[src/rtl/pll_lock_reset_ctrl.sv]
// ---------------------------------------------------------------------------
// pll_lock_reset_ctrl
//
// Purpose:
//   Produces a clean fabric reset from a PLL lock indication. The
//   asynchronous lock input is synchronized first. It must then stay high
//   (with INIT_DONE high) for LOCK_FILTER consecutive cycles. Reset is then
//   held for RELEASE_DELAY more cycles before it is released. A drop of lock
//   after qualification counts as a loss and puts the block back into
//   reset. Software can request a short fabric reset while running.
//
// Parameters:
//   LOCK_FILTER    consecutive synchronized-lock cycles needed (1..65535)
//   RELEASE_DELAY  cycles reset is held after qualification  (1..65535)
//
// Ports:
//   clk_i             PLL reference clock; all logic on its rising edge
//   resetn_i          synchronous active-low block reset
//   pll_lock_i        asynchronous PLL lock indication
//   init_done_i       device initialization complete (level, clk_i domain)
//   sw_rst_req_i      single-cycle software fabric-reset request
//   fabric_reset_n_o  registered active-low fabric reset
//   lock_stable_o     registered; high while lock is qualified
//   state_o           current FSM state encoding
//   loss_count_o      saturating count of qualified-lock losses
// ---------------------------------------------------------------------------
module pll_lock_reset_ctrl #(
  parameter int unsigned LOCK_FILTER   = 256,
  parameter int unsigned RELEASE_DELAY = 16
) (
  input  logic       clk_i,
  input  logic       resetn_i,
  input  logic       pll_lock_i,
  input  logic       init_done_i,
  input  logic       sw_rst_req_i,
  output logic       fabric_reset_n_o,
  output logic       lock_stable_o,
  output logic [1:0] state_o,
  output logic [7:0] loss_count_o
);

  typedef enum logic [1:0] {
    WAIT_LOCK   = 2'b00,
    FILTER      = 2'b01,
    RELEASE_DLY = 2'b10,
    RUN         = 2'b11
  } state_e;

  // Terminal counts. Each phase ends when its terminal count is reached, so
  // the 16-bit counter never wraps.
  localparam logic [15:0] FilterLast  = 16'(LOCK_FILTER - 1);
  localparam logic [15:0] ReleaseLast = 16'(RELEASE_DELAY - 1);

  state_e      state_q, state_d;
  logic [15:0] cnt_q, cnt_d;
  logic [7:0]  loss_q, loss_d;
  logic        sync1_q, sync2_q;
  logic        frn_q, stable_q;
  logic        loss_event;

  // State, counter, synchronizer and output registers. Reset is synchronous
  // and takes priority over every other input. This includes the
  // synchronizer flops, so a lock that stayed high across a reset must be
  // requalified from the beginning.
  always_ff @(posedge clk_i) begin
    if (!resetn_i) begin
      state_q  <= WAIT_LOCK;
      cnt_q    <= 16'd0;
      loss_q   <= 8'd0;
      sync1_q  <= 1'b0;
      sync2_q  <= 1'b0;
      frn_q    <= 1'b0;
      stable_q <= 1'b0;
    end else begin
      state_q  <= state_d;
      cnt_q    <= cnt_d;
      loss_q   <= loss_d;
      sync1_q  <= pll_lock_i;
      sync2_q  <= sync1_q;
      frn_q    <= (state_d == RUN);
      stable_q <= (state_d == RELEASE_DLY) || (state_d == RUN);
    end
  end

  // Next-state logic. The priority is: lock loss, then INIT_DONE low, then
  // the software request, then counter progress. A lock drop is counted as a
  // loss only after lock has been qualified (RELEASE_DLY or RUN). A drop
  // during FILTER only restarts qualification.
  always_comb begin
    state_d    = state_q;
    cnt_d      = cnt_q;
    loss_event = 1'b0;
    case (state_q)
      WAIT_LOCK: begin
        cnt_d = 16'd0;
        if (sync2_q && init_done_i) begin
          state_d = FILTER;
        end
      end
      FILTER: begin
        if (!sync2_q || !init_done_i) begin
          state_d = WAIT_LOCK;
          cnt_d   = 16'd0;
        end else if (cnt_q == FilterLast) begin
          state_d = RELEASE_DLY;
          cnt_d   = 16'd0;
        end else begin
          cnt_d = cnt_q + 16'd1;
        end
      end
      RELEASE_DLY: begin
        // The software request is ignored here, so an in-progress delay is
        // never restarted.
        if (!sync2_q) begin
          state_d    = WAIT_LOCK;
          cnt_d      = 16'd0;
          loss_event = 1'b1;
        end else if (!init_done_i) begin
          state_d = WAIT_LOCK;
          cnt_d   = 16'd0;
        end else if (cnt_q == ReleaseLast) begin
          state_d = RUN;
          cnt_d   = 16'd0;
        end else begin
          cnt_d = cnt_q + 16'd1;
        end
      end
      RUN: begin
        if (!sync2_q) begin
          state_d    = WAIT_LOCK;
          cnt_d      = 16'd0;
          loss_event = 1'b1;
        end else if (!init_done_i) begin
          state_d = WAIT_LOCK;
          cnt_d   = 16'd0;
        end else if (sw_rst_req_i) begin
          state_d = RELEASE_DLY;
          cnt_d   = 16'd0;
        end
      end
      default: begin
        state_d = WAIT_LOCK;
        cnt_d   = 16'd0;
      end
    endcase
  end

  // The loss counter saturates at 255 instead of wrapping, so a flapping PLL
  // cannot make it look healthy again.
  always_comb begin
    loss_d = loss_q;
    if (loss_event && (loss_q != 8'hFF)) begin
      loss_d = loss_q + 8'd1;
    end
  end

  assign fabric_reset_n_o = frn_q;
  assign lock_stable_o    = stable_q;
  assign state_o          = state_q;
  assign loss_count_o     = loss_q;

endmodule

[config.mk]
export PLATFORM = sky130hd
export DESIGN_NAME = pll_lock_reset_ctrl
export DESIGN_NICKNAME = d
export VERILOG_FILES = /design/src/rtl/pll_lock_reset_ctrl.sv
export SDC_FILE = /design/constraint.sdc
export NUM_CORES = 1
export LEC_CHECK = 0
export ABC_CLOCK_PERIOD_IN_PS = 5650
export CAP_MARGIN = 15
export CORE_MARGIN = 2
export CORE_UTILIZATION = 35
export DETAILED_ROUTE_END_ITERATION = 7
export GPL_ROUTABILITY_DRIVEN = 0
export MAX_ROUTING_LAYER = met4
export PLACE_DENSITY = 0.62
export SYNTH_ARGS = -nofsm -noshare
export SYNTH_HDL_FRONTEND = slang
export SYNTH_SLANG_ARGS = --single-unit
[constraint.sdc]
create_clock -name clk_i -period 5.65 [get_ports clk_i]
set_input_delay 1.13 -clock clk_i [delete_from_list [all_inputs] [get_ports clk_i]]
set_output_delay 1.13 -clock clk_i [all_outputs]
set_load 0.05 [all_outputs]
Yosys cells after proc, flatten, opt, wreduce, memory -nomap -nowiden
Cells that the tools add are included.
{"block": "totals", "reg_bits": 30, "latchBits": 0, "ram_bits": 0, "romBits": 0, "in_bits": 5, "out_inout_bits": 12, "elab_cells": 47, "n_memories": 0}
{"block": "classes", "addsub": 2, "mul": 0, "div_mod_pow": 0, "magnitude_cmp": 0, "n_eq_ne": 9, "shifts": 0, "muxes": 21, "bitwise": 0, "reduce_logical": 8}
{"operator": "$mux W16", "count": 8}
{"operator": "$pmux W16 S4", "count": 1}
{"operator": "$mux W2", "count": 9}
{"operator": "$add A16 B1 Y16 const B", "count": 1}
{"operator": "$eq A16 B4 Y1 const B", "count": 1}
{"operator": "$eq A16 B8 Y1 const B", "count": 1}
{"operator": "$add A8 B1 Y8 const B", "count": 1}
{"operator": "$eq A2 B2 Y1 const B", "count": 4}
{"operator": "$ne A8 B8 Y1 const B", "count": 1}
{"operator": "$pmux W2 S4", "count": 1}
{"operator": "$ne A4 B4 Y1 const B", "count": 1}
{"operator": "$eq A2 B1 Y1 const B", "count": 1}
{"operator": "$logic_and A1 B1 Y1", "count": 2}
{"operator": "$logic_not A1 Y1", "count": 2}
{"operator": "$logic_not A2 Y1", "count": 1}
{"operator": "$logic_or A1 B1 Y1", "count": 2}
{"operator": "$mux W1", "count": 2}
{"operator": "$reduce_or A2 Y1", "count": 1}

Longest topological paths before layout
Gate-level depths: netlist of the first run.
{"block": "depth", "ltp_word": 7, "mapped_depth": 7, "mapped_depth_nobuf": 7}

Worst setup path before layout of the first run
Ideal clock, no wire load.
{"block": "synth_timing", "path_type": "input port to flip-flop", "startpoint": "in init_done_i", "endpoint": "reg cnt_q[9]", "setup_ns": 0.074, "arrival_time_ns": 2.202, "required_time_ns": 5.576, "path_slack_ns": 3.374, "stages": 6, "n_path_buf": 1, "path_cell_list": "and2_1 -> nand2_1 -> nor2_1 -> clkbuf_1 -> a41oi_2 -> a31oi_1"}
{"block": "synth_between", "elab_chain_cells": 4, "elab_cells_between_ends": 9, "cone_classes": "eq/ne (1); mux (6); reduce/logical (2)"}
{"item": "start, declared", "line": "34", "rtl": "input logic init_done_i,"}
{"item": "$logic_not A1 Y1"}
{"item": "$logic_or A1 B1 Y1", "line": "101", "rtl": "if (!sync2_q || !init_done_i) begin"}
{"item": "$mux W16", "line": "101"}
{"item": "$pmux W16 S4", "line": "93", "rtl": "case (state_q)"}
{"item": "end signal, assigned", "line": "76", "rtl": "cnt_q <= cnt_d;"}
{"item": "end, declared", "line": "55", "rtl": "logic [15:0] cnt_q, cnt_d;"}
Parallel ways exist; a longest one is shown, timed or not.
A chain may end at the register's enable or synchronous reset.

==> impl.org, run 1 <==
** Run status
- The run finished with clean final reports.

** Route
- Detailed routing placed a total of about 1.4 mm of wire on met2.
- Number of nets still failing antenna checks after routing :: 0
- After detailed routing, the number of remaining DRC violations is 0.
- First-iteration detailed-routing DRC count :: 38
- Number of iterations in the first detailed-routing pass :: 4
- Detail-routed net length per standard cell :: roughly 13 um
- Via-to-Cell Ratio :: around 5.6
- The detailed router put a total of 1.65 mm of wire on met1.
- Met3 wire len :: 129 um
- The final layout contains routed wiring with a total length of 3.27 mm.
- Highest routed metal layer :: met4
- Detailed routing inserted a total of approximately 1400 vias.

** Power
- Power density relative to cell area :: roughly 210 mW/mm^2
- Maximum vdd ir drop :: between 0.1 and 0.15 mV
- The design draws between 300 and 400 uW.
- Summed over all cells, the static leakage comes to ~0.63 nW.

** Layout
- The number of antenna diodes in the final layout is 0.
- NumNets Final :: around 200
- Layout fillers :: ~450
- Ratio of cells with drive above 1 in the final layout :: approximately 6.7%
- Layout-stage area growth over the synthesis result :: 16.5%

** STA
- Adding up every negative setup slack in the final design gives 0 ns.
- Worst-case clock skew :: 0.00662 ns
- Fraction of the cycle the final worst path needs :: between 50% and 60%
- The number of max-slew violations in the final report was 0.
- Final Hold Fails :: 0
- For the pin with the worst max-slew slack, the measured transition is 1.03 ns.
- The clock period could shrink to 3.07 ns.
- Headroom to the max-slew limit :: between 30% and 40%
- Max Freq :: about 0.33 GHz
- Setup repair after global routing left no endpoint under its margin.
- Setup violations, final :: 0

** Floorplanning
- Die ar. :: about 0.0051 mm^2
- The die is 71.7 um tall.
- Number of rows created at floorplan :: 24
- From left edge to right edge, the die measures 71.7 um.
- IO Pins :: 17
- For this configuration, the core starts out at a cell density of a little over a third.
- The core region is roughly 0.0044 mm^2.

** CTS
- The later pin in the worst-skew pair is clocked with a latency of 0.28 ns.
- In this run, post-CTS repair resized a total of 0 instances.
- # Post-CTS Setup Buffers :: 0
- # hold bufs at CTS :: 0
- TritonCTS built the clock tree.
- Clock-pin slew was measured on the worst setup and hold paths at approximately 0.07 ns.
- TritonCTS sink count :: 29
- TritonCTS created 5 clock buffers.
- Number of levels the H-tree was split into :: 2
- The clock passes through at most 2 buffers.
- Library cell used as clock root buffer :: sky130_fd_sc_hd__clkbuf_8

** Logic synthesis
- Yosys mapped a number of flops with a built-in enable equal to 0.
- Yosys printed 0 warnings.
- Post-Syn Nets :: 190
- Synth top area share :: between 30% and 40%
- Among all cell types in the netlist, the one instantiated most often is sky130_fd_sc_hd__dfxtp_1.
- Counting every instance in the synthesized netlist gives roughly 180.
- Number of flip-flops and latches in the synthesized netlist :: 29
- In the synthesized netlist the async set-or-reset flop fraction comes to 0%.
- Cell type contributing the most total cell area after synthesis :: sky130_fd_sc_hd__dfxtp_1
- Number of different library cells in the post-synthesis netlist :: 40
- Leading cell types by count after synthesis :: 29 x sky130_fd_sc_hd__dfxtp_1, 14 x sky130_fd_sc_hd__and2_1, 14 x sky130_fd_sc_hd__nand2_1, 12 x sky130_fd_sc_hd__nand3_1
- A synthesized cell averages 8.96 um^2.
- Summing every instance area after synthesis gives 0.00160 mm^2.
- Among all flip-flop cells after synthesis, the most frequent one is sky130_fd_sc_hd__dfxtp_1.
- Part of the Yosys area used for sequential elements :: between 30% and 40%
- Top area cells in the synthesized netlist :: sky130_fd_sc_hd__dfxtp_1 36%, sky130_fd_sc_hd__and2_1 5.5%, sky130_fd_sc_hd__nand4b_1 5.5%

** Worst setup path
- Arrival @ worst endpoint :: about 3.3 ns
- Type of the worst setup path :: input pin to flop
- STA classifies the critical path endpoint as a flop.
- Along the worst path, the maximum fanout reaches 21.
- Startpoint Class :: input pin
- STA puts the critical path data required time at just under 6 ns.

** GRT
- The via count of the first global-routing pass was between 1000 and 1500.
- Total global-route track usage :: 13.6%
- Overflow after GRT :: 0
- Number of antenna violations at the first check in global routing :: 0
- Wire length of the first global-routing pass :: about 5.4 mm
- Maximum number of pins on one net before global-route repair :: 23

** Hold path
- The worst hold path belongs to the class flop to flop.

** Placement
- # port buffers :: 16
- HPWL Detailed :: about 2.3 mm

** Flow run
- Reported max-cap violation count :: 0
==> placed cells by master (no fill, tap or decap), drive strengths merged <==
master,netlist,layout
a211oi,1,1
mux2i,1,1
and4b,1,1
dfxtp,29,29
nor4,2,2
nand3,12,12
o21bai,1,1
xnor2,6,6
nor3,1,1
o2bb2ai,1,1
a31oi,9,9
nor3b,1,1
a41oi,10,10
nor2,10,10
o21ai,4,4
xor2,6,6
clkinv,0,2
clkdlybuf4s50,0,16
or3,1,1
a21bo,1,1
o211ai,1,1
clkinvlp,0,1
a211o,1,1
nor2b,2,2
ha,6,6
a22oi,1,1
or4,3,3
nand4,7,7
a21boi,2,2
and4,1,1
and2,14,14
nand4b,10,10
clkbuf,6,5
o311ai,1,1
and3,7,7
nand2,14,14
inv,3,3
==> cells by family (layout without fill, tap and decap cells) <==
kind of cell | count (synthesis) | after routing | synth area share [%]
compound gates | 33 | 33 | 17.1
simple gates | 86 | 86 | 31.3
fa+ha+maj | 6 | 6 | 4.68
flops | 29 | 29 | 36.2
mux | 1 | 1 | 0.624
xor+xnor | 12 | 12 | 6.55
buf+inv | 12 | 27 | 3.59
==> critical path, cell delays in order <==
cell and delay, ns:
sky130_fd_sc_hd__clkdlybuf4s50_1 0.82, sky130_fd_sc_hd__nand2_1 0.09, sky130_fd_sc_hd__nor2_1 0.80, sky130_fd_sc_hd__a41oi_1 0.23
sky130_fd_sc_hd__a31oi_1 0.19
==> stage by stage <==
step                      setup WS [ns]  utilization (%)  instance area (um^2)  instances  hold WS (ns)
after CTS                          2.60             42.6                  1870        246         0.447
after floorplan                    3.37                -                  1600        179         0.406
after global routing               2.26             42.6                  1870        246         0.481
after detailed placement           2.28             40.7                  1780        238         0.430
final                              2.58             42.6                  1870        246         0.439
after global placement             2.27             40.7                  1780        238         0.431
==> final timing paths <==
check | start | endpoint | slack (ns) | depth (start not counted)
max | resetn_i | cnt_q[5] | 2.58 | 5
min | sync1_q | sync2_q | 0.44 | 1
max reg2reg | cnt_q[8] | cnt_q[11] | 3.09 | 5
min reg2reg | sync1_q | sync2_q | 0.44 | 1
==> report_power, final <==
| group | switching (mW) | total [mW] | leakage, nW | internal (mW) |
|---|---|---|---|---|
| registers | 0.000571 | 0.206 | 0.234 | 0.205 |
| logic | 0.00876 | 0.0145 | 0.351 | 0.00574 |
| clock network | 0.0825 | 0.167 | 0.0439 | 0.0848 |
| total | 0.0918 | 0.388 | 0.629 | 0.296 |
==> layout make-up <==
type	instances	area, um^2	share of cell area (%)
Multi-Input combinational cell	138	966	51.7
Clock buffer	5	68.8	3.68
Clock inverter	3	17.5	0.937
Inverter	3	11.3	0.602
Sequential cell	29	581	31.1
Tap cell	52	65.1	3.48
Timing Repair Buffer	16	160	8.57
==> registers in the layout (all words and copies together), names as in the netlist <==
register	flops
fabric_reset_n_o	1
cnt_q	16
lock_stable_o	1
loss_count_o	8
sync1_q	1
state_o	1
sync2_q	1
==> per-layer routing <==
layer	track usage, %	up-vias
li1	-	703
met1	17.7	641
met2	19.8	26
met3	4.36	5
met4	5.24	0
met5	-	-
Power figures use the tool's default switching activity.
==> inputs of run 2 (changes only) <==
--- a/config.mk
+++ b/config.mk
@@ -5,14 +5,14 @@
 export SDC_FILE = /design/constraint.sdc
 export NUM_CORES = 1
 export LEC_CHECK = 0
-export ABC_CLOCK_PERIOD_IN_PS = 5650
+export ABC_CLOCK_PERIOD_IN_PS = 2490
 export CAP_MARGIN = 15
 export CORE_MARGIN = 2
 export CORE_UTILIZATION = 35
 export DETAILED_ROUTE_END_ITERATION = 7
 export GPL_ROUTABILITY_DRIVEN = 0
 export MAX_ROUTING_LAYER = met4
-export PLACE_DENSITY = 0.62
+export PLACE_DENSITY = 0.64
 export SYNTH_ARGS = -nofsm -noshare
 export SYNTH_HDL_FRONTEND = slang
 export SYNTH_SLANG_ARGS = --single-unit
==> constraint.sdc (replaced) <==
create_clock -name clk_i -period 2.49 [get_ports clk_i]
set_input_delay 0.498 -clock clk_i [delete_from_list [all_inputs] [get_ports clk_i]]
set_output_delay 0.498 -clock clk_i [all_outputs]
set_load 0.05 [all_outputs]
==> run 2 against run 1 <==
- sequential cell count unchanged
- global-route usage increased by 1.3 points
- combinational power increased to 2.5 times the previous value
- cell area increased by 3.2%
- hold slack got worse by 0.020 ns
- largest cell class unchanged
==> impl.org, run 2 (synthesis gave the netlist of run 1 again) <==
** Worst setup path
- Longest individual stage delay on the worst path :: around 0.57 ns
- Counting both buffers and inverters, the worst setup path holds a total of 1.
- STA puts the critical path data required time at around 2.7 ns.
- Arrival @ worst endpoint :: 2.41 ns
- Type of the worst setup path :: flop to flop
- STA classifies the critical path endpoint as a flop.
- The endpoint identified for the worst register-to-register timing path is cnt_q[7].
- Length in cells of the worst reg-to-reg path :: 6
- The worst setup path is launched from a flop.
- CP top delay family :: simple AND/OR/NAND/NOR gates
- Traced cell by cell, the critical path runs through or4_1 > or4_4 > o2bb2ai_2 > buf_4 > a41oi_1 > a31oi_1.
- RR Startpoint :: cnt_q[13]
- Slowest-stage cell, CP :: sky130_fd_sc_hd__or4_4
- For flop-to-flop paths, the worst setup slack is about 0.24 ns.
- Largest fanout of any net on the critical path :: 17
- The critical path runs through a total of 6 cells.

** Floorplanning
- Number of rows created at floorplan :: 24
- In this run the horizontal extent of the chip is just over 70 um.
- During I/O placement, the number of pins put on the boundary was 17.
- The die covers ~0.0051 mm^2.
- After floorplanning, the core was sized to cover roughly 0.0044 mm^2.
- Starting density of the core :: 36.6%
- From bottom edge to top edge, the die measures about 72 um.

** Hold path
- Hold Path Cell Cnt :: 1
- The path class of the tightest hold or removal check is flop to flop.
- The worst hold path terminates at sync2_q.
- The worst hold path begins at sync1_q.

** STA
- Headroom to the max-slew limit :: roughly two thirds
- Summed negative setup slack over all endpoints :: 0 ns
- The final hold violation count came to 0.
- Derived from the worst setup path, the maximum achievable clock frequency is 0.445 GHz.
- Shortest clock period the worst path allows after layout :: about 2.2 ns
- At the pin with the least slew margin, the transition time is 0.525 ns.
- The number of max-slew violations in the final report came to 0.
- The final critical path takes up between 90% and 100% of the cycle.
- Setup repair after global routing left no endpoint under its margin.
- Setup violations remaining at the end of the flow were counted as 0.
- Worst hold-check slack :: around 0.42 ns
- Between clock sinks in the finished design, the worst skew comes to just over 0.01 ns.

** CTS
- Number of levels the H-tree was split into :: 2
- In this run, post-CTS repair resized a total of 0 instances.
- Clock latency reported for the late side of the worst-skew pair :: around 0.29 ns
- Counting along the longest clock path gives a buffer depth of 2.
- TritonCTS built the clock tree.
- The number of hold buffers added after CTS was 0.
- After clock tree synthesis, the clock-pin slew on the worst setup and hold paths is about 0.070 ns.
- Clock tree synthesis selected as its root buffer the cell sky130_fd_sc_hd__clkbuf_8.
- In this run, CTS created clock tree buffers numbering 5.
- TritonCTS sink count :: 29
- # Post-CTS Setup Buffers :: 0

** Power
- Reported net switching power :: roughly 220 uW
- The worst-case IR drop observed on VDD is roughly 0.28 mV.
- Post-layout power :: roughly 890 uW
- In this run the static leakage power is roughly 0.67 nW.
- Combinational logic is responsible for 4.1% of the overall power.
- Part of the power in the clock network :: around 43%
- Cell internal power was estimated by the tool at a little under 700 uW.
- In this run the power density over the cells is 461 mW/mm^2.
- Switching part of the total power :: about a quarter
- Registers are responsible for 52.5% of the overall power.

** Route
- Vias after detailed routing :: between 1000 and 1500
- First-iteration detailed-routing DRC count :: 75
- Routed wire length :: 3.48 mm
- For this run, design rule violations remaining after detail routing come to 0.
- Detail-routed net length per standard cell :: about 14 um
- Once detail routing completed, the nets flagged for antenna violations numbered 0.
- Via-to-Cell Ratio :: 5.59
- The first detailed-routing pass took 4 iterations.

** GRT
- The via count of the first global-routing pass came to approximately 1200.
- Total global-route track usage :: around 15%
- Met2 demand-to-capacity share in global routing :: between 20% and 30%
- Global routing met1 resource utilization :: around a fifth
- Most heavily used metal layer in global routing :: met1
- Maximum number of pins on one net before global-route repair :: 20
- Global-route track usage on met3 :: approximately 5.1%
- The first global-routing pass estimated roughly 5.9 mm of wire.
- Number of antenna violations at the first check in global routing :: 0
- For this run the aggregate overflow at the end of global routing stands at 0.

** Layout
- Ranked by flip-flop count, first place goes to cnt_q.
- The library cell used most frequently in the layout, excluding fill and tap cells, is sky130_fd_sc_hd__dfxtp_1.
- Top library cells by usage in the layout, fill and taps aside :: 29 x sky130_fd_sc_hd__dfxtp_1, 16 x sky130_fd_sc_hd__clkdlybuf4s50_1, 14 x sky130_fd_sc_hd__and2_1, 14 x sky130_fd_sc_hd__nand2_1, 12 x sky130_fd_sc_hd__nand3_1
- Cells with a size suffix above 1 make up between 10 and 15% of the layout.
- 0 antenna diodes ended up in the layout.
- Layout-stage area growth over the synthesis result :: 20.3%
- Non-Filler Cell Area, Final :: slightly below 0.002 mm^2
- The register with the most flip-flops in the layout has 16 of them.
- After the last flow step, the layout net total stands at around 210.

** Flow run
- Max-cap violations in this run came to 0.

** Placement
- The HPWL after detailed placement is 2.45 mm.
- Area of placed instances :: roughly 0.0018 mm^2
- # port buffers :: 16

** Run status
- Outcome :: finished clean
-- run 2: cell count changes in the layout (fill, tap and decap cells not counted), sizes merged --
cell | before | now
buf | 0 | 8
-- run 2: area by class of cell --
class	count	area, um^2
Timing Repair Buffer	24	220
Sequential cell	29	581
Clock buffer	5	68.8
Multi-Input combinational cell	138	966
Clock inverter	3	17.5
Tap cell	52	65.1
Inverter	3	11.3
Fill cell	444	2450
-- run 2: worst register-to-register path, stage by stage, from the launching register on --
cell and delay [ns]:
sky130_fd_sc_hd__dfxtp_1 0.33, sky130_fd_sc_hd__or4_1 0.55, sky130_fd_sc_hd__or4_4 0.57, sky130_fd_sc_hd__o2bb2ai_2 0.18
sky130_fd_sc_hd__buf_4 0.21, sky130_fd_sc_hd__a41oi_1 0.21, sky130_fd_sc_hd__a31oi_1 0.06
-- run 2: how the worst max path moves through the flow --
stage,startpoint,to,slack (ns)
5_1_grt,cnt_q[13],cnt_q[8],0.15
6_report,cnt_q[13],cnt_q[7],0.24
3_3_place_gp,cnt_q[13],cnt_q[2],0.28
3_5_place_dp,cnt_q[13],cnt_q[8],0.24
4_1_cts,cnt_q[13],cnt_q[8],0.25
2_1_floorplan,lock_stable_o,loss_count_o[4],0.31
-- run 2: power groups by stage --
| stage | clock network (mW) | logic (mW) | registers (mW) |
|---|---|---|---|
| CTS | 0.400 | 0.0369 | 0.467 |
| global route | 0.422 | 0.0404 | 0.467 |
| finish | 0.385 | 0.0369 | 0.467 |
| floorplan | 0 | 0.0202 | 0.479 |
| detailed placement | 0 | 0.0367 | 0.478 |
| global placement | 0 | 0.0364 | 0.478 |
-- run 2: metal layers --
metal | up-vias | share of wire (%) | routed length (um)
li1 | 721 | - | -
met5 | - | 0 | 0
met4 | 0 | 1.5 | 52
met1 | 670 | 52 | 1820
met3 | 6 | 4.5 | 157
met2 | 24 | 42 | 1460
-- run 2: stage by stage --
stage / util [%] / std cells / setup slack [ns]
2_1_floorplan: - / 179 / 0.314
4_1_cts: 44.0 / 254 / 0.246
3_3_place_gp: 42.0 / 246 / 0.279
3_5_place_dp: 42.0 / 246 / 0.243
5_1_grt: 44.0 / 254 / 0.146
6_report: 44.0 / 254 / 0.244
